===== config.mk =====
export PLATFORM = sky130hd
export DESIGN_NAME = mem_port_arbiter
export DESIGN_NICKNAME = d
export VERILOG_FILES = /design/src/rtl/mem_arb_pkg.sv /design/src/rtl/rr_pick.sv /design/src/rtl/mem_port_arbiter.sv
export SDC_FILE = /design/constraint.sdc
export NUM_CORES = 1
export LEC_CHECK = 0
export ABC_AREA = 1
export BUFFER_PORTS_ARGS = -buffer_cell sky130_fd_sc_hd__buf_4
export CAP_MARGIN = 10
export CORE_AREA = 2 2 93 95
export DETAILED_ROUTE_END_ITERATION = 12
export DIE_AREA = 0 0 95 97
export MAX_ROUTING_LAYER = met4
export PLACE_DENSITY = 0.7
export SYNTH_ARGS = -nofsm -noshare
export SYNTH_HDL_FRONTEND = slang
export SYNTH_SLANG_ARGS = --single-unit

===== constraint.sdc =====
create_clock -name clock -period 2.7 [get_ports clock]
set_clock_uncertainty 0.15 [all_clocks]
set_input_delay 0.27 -clock clock [delete_from_list [all_inputs] [get_ports clock]]
set_output_delay 0.27 -clock clock [all_outputs]
set_load 0.05 [all_outputs]

===== src/rtl/mem_arb_pkg.sv =====
// Shared constants, state type and index helpers for the three-requester
// memory port arbiter.
package mem_arb_pkg;

  localparam int NREQ = 3;

  localparam logic [1:0] REQ_FETCH = 2'd0;
  localparam logic [1:0] REQ_LDST  = 2'd1;
  localparam logic [1:0] REQ_HOST  = 2'd2;

  typedef enum logic {
    IDLE   = 1'b0,
    LOCKED = 1'b1
  } arb_state_t;

  // Successor in the round-robin ring 0 -> 1 -> 2 -> 0.
  function automatic logic [1:0] rr_next(input logic [1:0] k);
    return (k == REQ_HOST) ? REQ_FETCH : k + 2'd1;
  endfunction

  function automatic logic [1:0] onehot_idx(input logic [NREQ-1:0] oh);
    if (oh[2])
      return REQ_HOST;
    else if (oh[1])
      return REQ_LDST;
    else
      return REQ_FETCH;
  endfunction

endpackage


===== src/rtl/rr_pick.sv =====
// Combinational 3-way round-robin picker: the first active request found
// searching upward from p (wrapping 2 -> 0) wins.
module rr_pick
  import mem_arb_pkg::*;
(
  input  logic [NREQ-1:0] req,
  input  logic [1:0]      p,
  output logic [NREQ-1:0] gnt
);

  logic [1:0] cand;

  always_comb begin
    gnt  = '0;
    cand = p;
    for (int i = 0; i < NREQ; i++) begin
      if ((gnt == '0) && req[cand])
        gnt[cand] = 1'b1;
      cand = rr_next(cand);
    end
  end

endmodule


===== src/rtl/mem_port_arbiter.sv =====
// Round-robin arbiter sharing one single-cycle-latency memory port between
// fetch, load/store and host-loader requesters, with bounded grant locking.
module mem_port_arbiter
  import mem_arb_pkg::*;
#(
  parameter int ADDR_W   = 8,
  parameter int DATA_W   = 32,
  parameter int LOCK_MAX = 4
) (
  input  logic              clock,
  input  logic              reset,
  input  logic [NREQ-1:0]   req,
  input  logic [NREQ-1:0]   we,
  input  logic [ADDR_W-1:0] addr0,
  input  logic [ADDR_W-1:0] addr1,
  input  logic [ADDR_W-1:0] addr2,
  input  logic [DATA_W-1:0] wdata0,
  input  logic [DATA_W-1:0] wdata1,
  input  logic [DATA_W-1:0] wdata2,
  input  logic [NREQ-1:0]   lock,
  output logic [NREQ-1:0]   gnt,
  output logic [NREQ-1:0]   rvalid,
  output logic [DATA_W-1:0] rdata,
  output logic [ADDR_W-1:0] mem_address,
  output logic [DATA_W-1:0] mem_data,
  output logic              mem_wren,
  input  logic [DATA_W-1:0] mem_q
);

  localparam int CNT_W = $clog2(LOCK_MAX + 1);
  // Counter value at which the grant in progress is the last one allowed.
  localparam logic [CNT_W-1:0] LOCK_LAST = CNT_W'(LOCK_MAX - 1);

  logic [1:0]      p_reg, p_next;
  arb_state_t      state_reg, state_next;
  logic [1:0]      owner_reg, owner_next;
  logic [CNT_W-1:0] cnt_reg, cnt_next;
  logic [NREQ-1:0] rd_tag_reg, rd_tag_next;
  logic            rd_sel_reg, rd_sel_next;

  logic [NREQ-1:0] rr_gnt;
  logic [NREQ-1:0] gnt_int;
  logic [1:0]      gnt_idx;
  logic            locked_hold;

  rr_pick u_rr_pick (
    .req (req),
    .p   (p_reg),
    .gnt (rr_gnt)
  );

  always_comb begin
    locked_hold = (state_reg == LOCKED) && req[owner_reg];
    if (reset)
      gnt_int = '0;
    else if (locked_hold)
      gnt_int = NREQ'(1) << owner_reg;
    else
      gnt_int = rr_gnt;
    gnt_idx = onehot_idx(gnt_int);
  end

  assign gnt = gnt_int;

  always_comb begin
    mem_address = '0;
    mem_data    = '0;
    mem_wren    = 1'b0;
    if (|gnt_int) begin
      unique case (gnt_idx)
        REQ_FETCH: begin
          mem_address = addr0;
          mem_data    = wdata0;
          mem_wren    = we[0];
        end
        REQ_LDST: begin
          mem_address = addr1;
          mem_data    = wdata1;
          mem_wren    = we[1];
        end
        REQ_HOST: begin
          mem_address = addr2;
          mem_data    = wdata2;
          mem_wren    = we[2];
        end
        default: ;
      endcase
    end
  end

  // Read return: the tag and select are one cycle behind the grant, and
  // reset masks anything still in flight.
  assign rvalid = reset ? '0 : rd_tag_reg;
  assign rdata  = (rd_sel_reg && !reset) ? mem_q : '0;

  always_comb begin
    p_next      = p_reg;
    state_next  = state_reg;
    owner_next  = owner_reg;
    cnt_next    = cnt_reg;
    rd_tag_next = '0;
    rd_sel_next = 1'b0;
    if (|gnt_int) begin
      // Every grant advances the pointer past k, so a lock exit finds it
      // already at (k+1) mod 3.
      p_next = rr_next(gnt_idx);
      if (!we[gnt_idx]) begin
        rd_tag_next = gnt_int;
        rd_sel_next = 1'b1;
      end
      if (locked_hold) begin
        if (!lock[owner_reg] || (cnt_reg >= LOCK_LAST)) begin
          state_next = IDLE;
          cnt_next   = '0;
        end else begin
          cnt_next = cnt_reg + CNT_W'(1);
        end
      end else if (lock[gnt_idx] && (LOCK_MAX > 1)) begin
        state_next = LOCKED;
        owner_next = gnt_idx;
        cnt_next   = CNT_W'(1);
      end else begin
        state_next = IDLE;
        cnt_next   = '0;
      end
    end else if (state_reg == LOCKED) begin
      state_next = IDLE;
      cnt_next   = '0;
    end
  end

  always_ff @(posedge clock) begin
    if (reset) begin
      p_reg      <= REQ_FETCH;
      state_reg  <= IDLE;
      owner_reg  <= REQ_FETCH;
      cnt_reg    <= '0;
      rd_tag_reg <= '0;
      rd_sel_reg <= 1'b0;
    end else begin
      p_reg      <= p_next;
      state_reg  <= state_next;
      owner_reg  <= owner_next;
      cnt_reg    <= cnt_next;
      rd_tag_reg <= rd_tag_next;
      rd_sel_reg <= rd_sel_next;
    end
  end

endmodule


## Word level (Yosys, flattened, before mapping)

Index checks and enable logic that the tools add are counted.

- Flip-flop bits (word level): 12
- Input bits: 163

- Add/sub/neg operators: 4
- Order comparisons: 9
- Equality and inequality tests: 5
- Shift-type cells: 1
- Multiplexer cells: 47
- Bitwise logic cells: 4
- Reduce and logical (&&, ||, !) cells: 18

Operator list:

| operator | count |
|---|---|
| $pmux 32 s3 | 1 |
| $mux 32 | 2 |
| $mux 3 | 10 |
| $pmux 8 s3 | 1 |
| $mux 1 | 17 |
| $lt 2x3->1 const B | 5 |
| $bmux 1 s2 | 7 |
| $mux 2 | 4 |
| $mux 8 | 1 |
| $logic_and 1x1->1 | 7 |
| $add 2x1->2 const B | 3 |
| $demux 1 s2 | 3 |
| $eq 2x2->1 const B | 3 |
| $ge 2x1->1 const B | 3 |
| $logic_not 3->1 | 2 |
| $or 3x3->3 | 2 |
| $reduce_or 3->1 | 2 |
| $add 3x1->3 const B | 1 |
| $ge 3x2->1 const B | 1 |
| $pmux 1 s3 | 1 |
| $reduce_and 3->1 | 1 |
| $shl 1x2->3 const A | 1 |
| $eq 2x1->1 const B | 1 |
| $logic_not 1->1 | 2 |
| other kinds (6) | 7 |

## Logic depth before layout (Yosys ltp)

- Depth in word-level cells: 20
- Gate-level depth with buffers: 16
- Depth with buffers taken out: 16

## By module

A second synthesis with hierarchy kept.

- Cells, all modules: 469
- Area, all modules: 2,224.6 µm²

Modules (own cells, without submodules):

| module | times used | cells each | area an instance (µm²) | sequential area each (µm²) |
|---|---|---|---|---|
| mem_port_arbiter | 1 | 429 | 2,028.2 | 240.2 |
| rr_pick | 1 | 40 | 196.4 | 0.0 |

## Worst setup path before layout

No wires, ideal clock.

- Kind: register -> output
- Start: register owner_reg[1]
- End: output mem_address[0]
- Data arrival time: 2,440 ps
- Required time: 2,280 ps
- Slack: -160 ps
- Cell stages (with the launch flop): 12
- Path through: dfxtp_1 nor2_1 nand2_1 nand3_1 nand2_2 o21ai_0 inv_1 nand2_1 inv_2 buf_2 nand2_1 a31oi_1

- Longest elaborated chain between the ends: 10

RTL lines:

| item | RTL line | text |
|---|---|---|
| from (decl) | mem_port_arbiter.sv:36 | `logic [1:0] owner_reg, owner_next;` |
| from (signal assigned) | mem_port_arbiter.sv:143 | `owner_reg <= owner_next;` |
| $bmux 1 s2 | mem_port_arbiter.sv:53 | `locked_hold = (state_reg == LOCKED) && req[owner_reg];` |
| $mux 1 (not written as such) | mem_port_arbiter.sv:53 |  |
| $logic_and 1x1->1 | mem_port_arbiter.sv:53 |  |
| $mux 3 (*) | mem_port_arbiter.sv:56 | `else if (locked_hold)` |
| $mux 3 (*) | mem_port_arbiter.sv:54 | `if (reset)` |
| via gnt[1] | mem_port_arbiter.sv:21 | `output logic [NREQ-1:0] gnt,` |
| $mux 1 | mem_arb_pkg.sv:24 | `else if (oh[1])` |
| $mux 2 | mem_arb_pkg.sv:22 | `if (oh[2])` |
| $eq 2x2->1 (tied with other cells) | mem_port_arbiter.sv:70 | `unique case (gnt_idx)` |
| $pmux 8 s3 | mem_port_arbiter.sv:70 |  |
| $mux 8 (*) | mem_port_arbiter.sv:69 | `if (\|gnt_int) begin` |
| to (decl) | mem_port_arbiter.sv:24 | `output logic [ADDR_W-1:0] mem_address,` |

Mark *: on every way through the listed nets, which the timed path passes. The rest lies on a longest branch. The select of a mux whose other input is x is not followed.

## Worst setup path in the final report

- Start: register p_reg[1]
- End: output mem_data[27]

- Longest elaborated chain between the ends: 18

RTL lines:

| item | RTL line | text |
|---|---|---|
| from (decl) | mem_port_arbiter.sv:34 | `logic [1:0] p_reg, p_next;` |
| from (signal assigned) | mem_port_arbiter.sv:141 | `p_reg <= p_next;` |
| branches (longest 10 deep; another with $lt 2x3->1) | n/a |  |
| $mux 3 (*) | rr_pick.sv:17 | `if ((gnt == '0) && req[cand])` |
| $mux 3 (*) | mem_port_arbiter.sv:56 |  |
| $mux 3 (*) | mem_port_arbiter.sv:54 |  |
| $mux 1 | mem_arb_pkg.sv:24 |  |
| $mux 2 | mem_arb_pkg.sv:22 |  |
| $eq 2x2->1 (tied with other cells) | mem_port_arbiter.sv:70 |  |
| $pmux 32 s3 | mem_port_arbiter.sv:70 |  |
| $mux 32 (*) | mem_port_arbiter.sv:69 |  |
| to (decl) | mem_port_arbiter.sv:25 | `output logic [DATA_W-1:0] mem_data,` |

Mark *: on every way between the ends. The select of a mux whose other input is x is not followed.

==> metrics.yaml <==
chipHeight_um: 97
fin_crit_sh_pct: 99.4
maxCapViolations: 0
rsz0062_at_grt: "yes"
syn_area_um2: 1960
fmax_ghz: 0.372
yosys_warnings: 0
floorplan.initialDensity_pct: 24.1
async_reset_ff_share_pct: 0
final_hold_viol_count: 0
ir_worst_vdd_mv: 0.713
finalCriticalPeriod_ns: 2.68
relSlewSlack_pct: 62.5
dr.first_iter.drc_count: 97
pin_count_of_the_biggest_net_entering_global_routing: 33
gpl.final_weighted_congestion: 0.850
wl_per_cell_um: 14.3
synthesized_nets: 551
synth-main-ff-cell: "sky130_fd_sc_hd__dfxtp_1"
route.detailed.vias_per_inst: 4.68
area_growth_syn_to_layout_pct: 134
cp.required_ns: 2.28
gr-total-overflow: 0
clk_path_buf_depth: 2
total_setup_violations_reported_at_the_end_of_the_flow: 0
cp-end-kind: "output port"
synth-edff-count: 0
io_buffers: 241
portion_of_the_post_synthesis_area_used_by_sequential_elements_pct: 12.2
tritoncts_num_sinks: 12
dp_cells: 719
placeableCoreArea_um2: 8130
synthDistinctLibCells: 26
die_area_um2: 9220
run_status: "complete, no violations"
post_synth_inst_count: 386
worst_skew_late_latency_ns: 0.24
static-leakage-power_nw: 2.43
power_per_cell_area_nw_per_um2: 1250
post-route-drc-count: 0
finish.net_count: 798
cp-start-kind: "flop"
holdBufCountCts: 0
antenna_left: 0
fin_util_pct: 56.4
routed_wirelength_um: 10500
antenna-diode-count: 0
detailedRoute.firstPassIterationCount: 4
finalMaxSlewViolations: 0
clk_pin_slew_worst_paths_ns: 0.06
fin_worst_hold_slack_ns: 0.0618
grt_usage_pct: 19.9
num_rows: 33
drive_gt1_share_pct: 52.5
worst_ep_arrival_time_ns: 2.26
cts_tree: "built"
cts_htree_levels: 1
crit_fanout: 14
min-delay-path-class: "input pin to flop"
path_class: "flop to output port"
cts_inserted_buffers: 3
antenna_found_initial: 0
fillCellCount: 757
tightest_slew_ns: 0.548
clock_tree.root_cell: "sky130_fd_sc_hd__clkbuf_8"
postSynthAreaPerCell_um2: 5.08
dp_hpwl_um: 7830
design.portCount: 242
die_w_um: 95
grt_first_pass_wirelength_um: 14500
final_cell_count_no_fill: 737
first_global_vias: 3235
postSynthRegisterBits: 12
routed-via-count: 3451
[final cells by class]
class                   count  area (um2)  area share [%]
flip-flops and latches     12         255            5.56
inverters                  59         246            5.37
multi-input cells         293        1650            36.0
well taps                 105         131            2.86
repair buffers            264        2250            49.0
clock buffers               4        55.1            1.20
[report_power, final]
group          total [mW]  switching, mW  leakage, nW  internal [mW]
logic                5.21           3.28         2.30           1.93
registers           0.324         0.0743        0.101          0.250
clock network       0.197         0.0680       0.0288          0.129
total                5.73           3.42         2.43           2.31
[metrics by stage]
stage	TNS [ns]	worst slack, ns	cell area (um2)	total power, mW
after CTS	-0.00886	-0.00886	4120	4.87
after detailed placement	0	0.109	4030	4.60
after global routing	-2.02	-0.0699	4590	6.03
final	0	0.0154	4590	5.73
after floorplan	-0.618	-0.0772	2090	3.34
after global placement	0	0.170	4030	4.56
[routing by layer]
| layer | vias up | GRT usage, % | routed length, um |
|---|---|---|---|
| met5 | - | - | 0 |
| met4 | 0 | 5.13 | 165 |
| met3 | 14 | 2.88 | 876 |
| met2 | 171 | 39.6 | 5860 |
| met1 | 1562 | 19.3 | 3650 |
| li1 | 1704 | - | - |
[layout by cell type (no fill, tap or decap), drive strengths merged]
master   instances
a2111oi          1
a21oi            7
o2111ai          1
o211ai           1
dfxtp           12
a21o             1
nor2            54
nand2          156
nand3           20
clkbuf           8
a31oi           40
ha               2
buf            260
inv             59
o21ai            5
o21bai           2
nand4            2
or2              1
[worst max-delay path, stage by stage (launching register included)]
cell	delay (ns)
sky130_fd_sc_hd__dfxtp_4	0.38
sky130_fd_sc_hd__inv_4	0.08
sky130_fd_sc_hd__or2_0	0.11
sky130_fd_sc_hd__nand2_1	0.07
sky130_fd_sc_hd__nor2_2	0.10
sky130_fd_sc_hd__nand4_1	0.12
sky130_fd_sc_hd__o21bai_2	0.25
sky130_fd_sc_hd__nand2_4	0.15
sky130_fd_sc_hd__nand3_4	0.16
sky130_fd_sc_hd__inv_6	0.06
sky130_fd_sc_hd__clkbuf_16	0.19
sky130_fd_sc_hd__a31oi_4	0.18
sky130_fd_sc_hd__buf_6	0.18
[kinds of logic (layout without fill, tap and decap cells)]
kind of cell | after synthesis | after routing | share of synthesized area (%)
flops | 12 | 12 | 12.2
buf+inv | 81 | 327 | 17.9
fa+ha+maj | 2 | 2 | 1.28
simple gates | 233 | 233 | 47.0
compound gates | 58 | 58 | 21.6
[worst paths after layout]
path                      from             to  slack, ns  cells past startpoint
setup / recovery      p_reg[1]   mem_data[27]       0.02                     12
setup reg to reg  owner_reg[1]     cnt_reg[2]       0.51                     12
hold / removal           we[1]  rd_tag_reg[1]       0.06                      2
hold reg to reg     cnt_reg[1]     cnt_reg[1]       0.36                      2
[what timing repair did]
action,4_1_cts,5_1_grt
pin swaps,0,7
setup buffers,0,10
gates resized for setup,11,72
gates cloned,0,4
setup endpoints to repair,41,41
[cell usage after synthesis (2+ instances only)]
library cell	count	area share (%)
sky130_fd_sc_hd__a31oi_1	30	9.6
sky130_fd_sc_hd__a21oi_1	7	1.8
sky130_fd_sc_hd__inv_1	52	9.9
sky130_fd_sc_hd__nor2_1	52	9.9
sky130_fd_sc_hd__nand3_1	19	4.8
sky130_fd_sc_hd__nor2_2	2	0.64
sky130_fd_sc_hd__a31oi_2	10	6.4
sky130_fd_sc_hd__buf_2	10	2.6
sky130_fd_sc_hd__nand4_1	2	0.64
sky130_fd_sc_hd__clkbuf_1	7	1.3
sky130_fd_sc_hd__nand2_1	154	29
sky130_fd_sc_hd__inv_2	7	1.3
sky130_fd_sc_hd__nand2_2	2	0.64
sky130_fd_sc_hd__o21ai_0	5	1.3
sky130_fd_sc_hd__dfxtp_1	12	12
sky130_fd_sc_hd__ha_1	2	1.3
sky130_fd_sc_hd__buf_6	4	2.3
(Power assumes the default switching activity.)
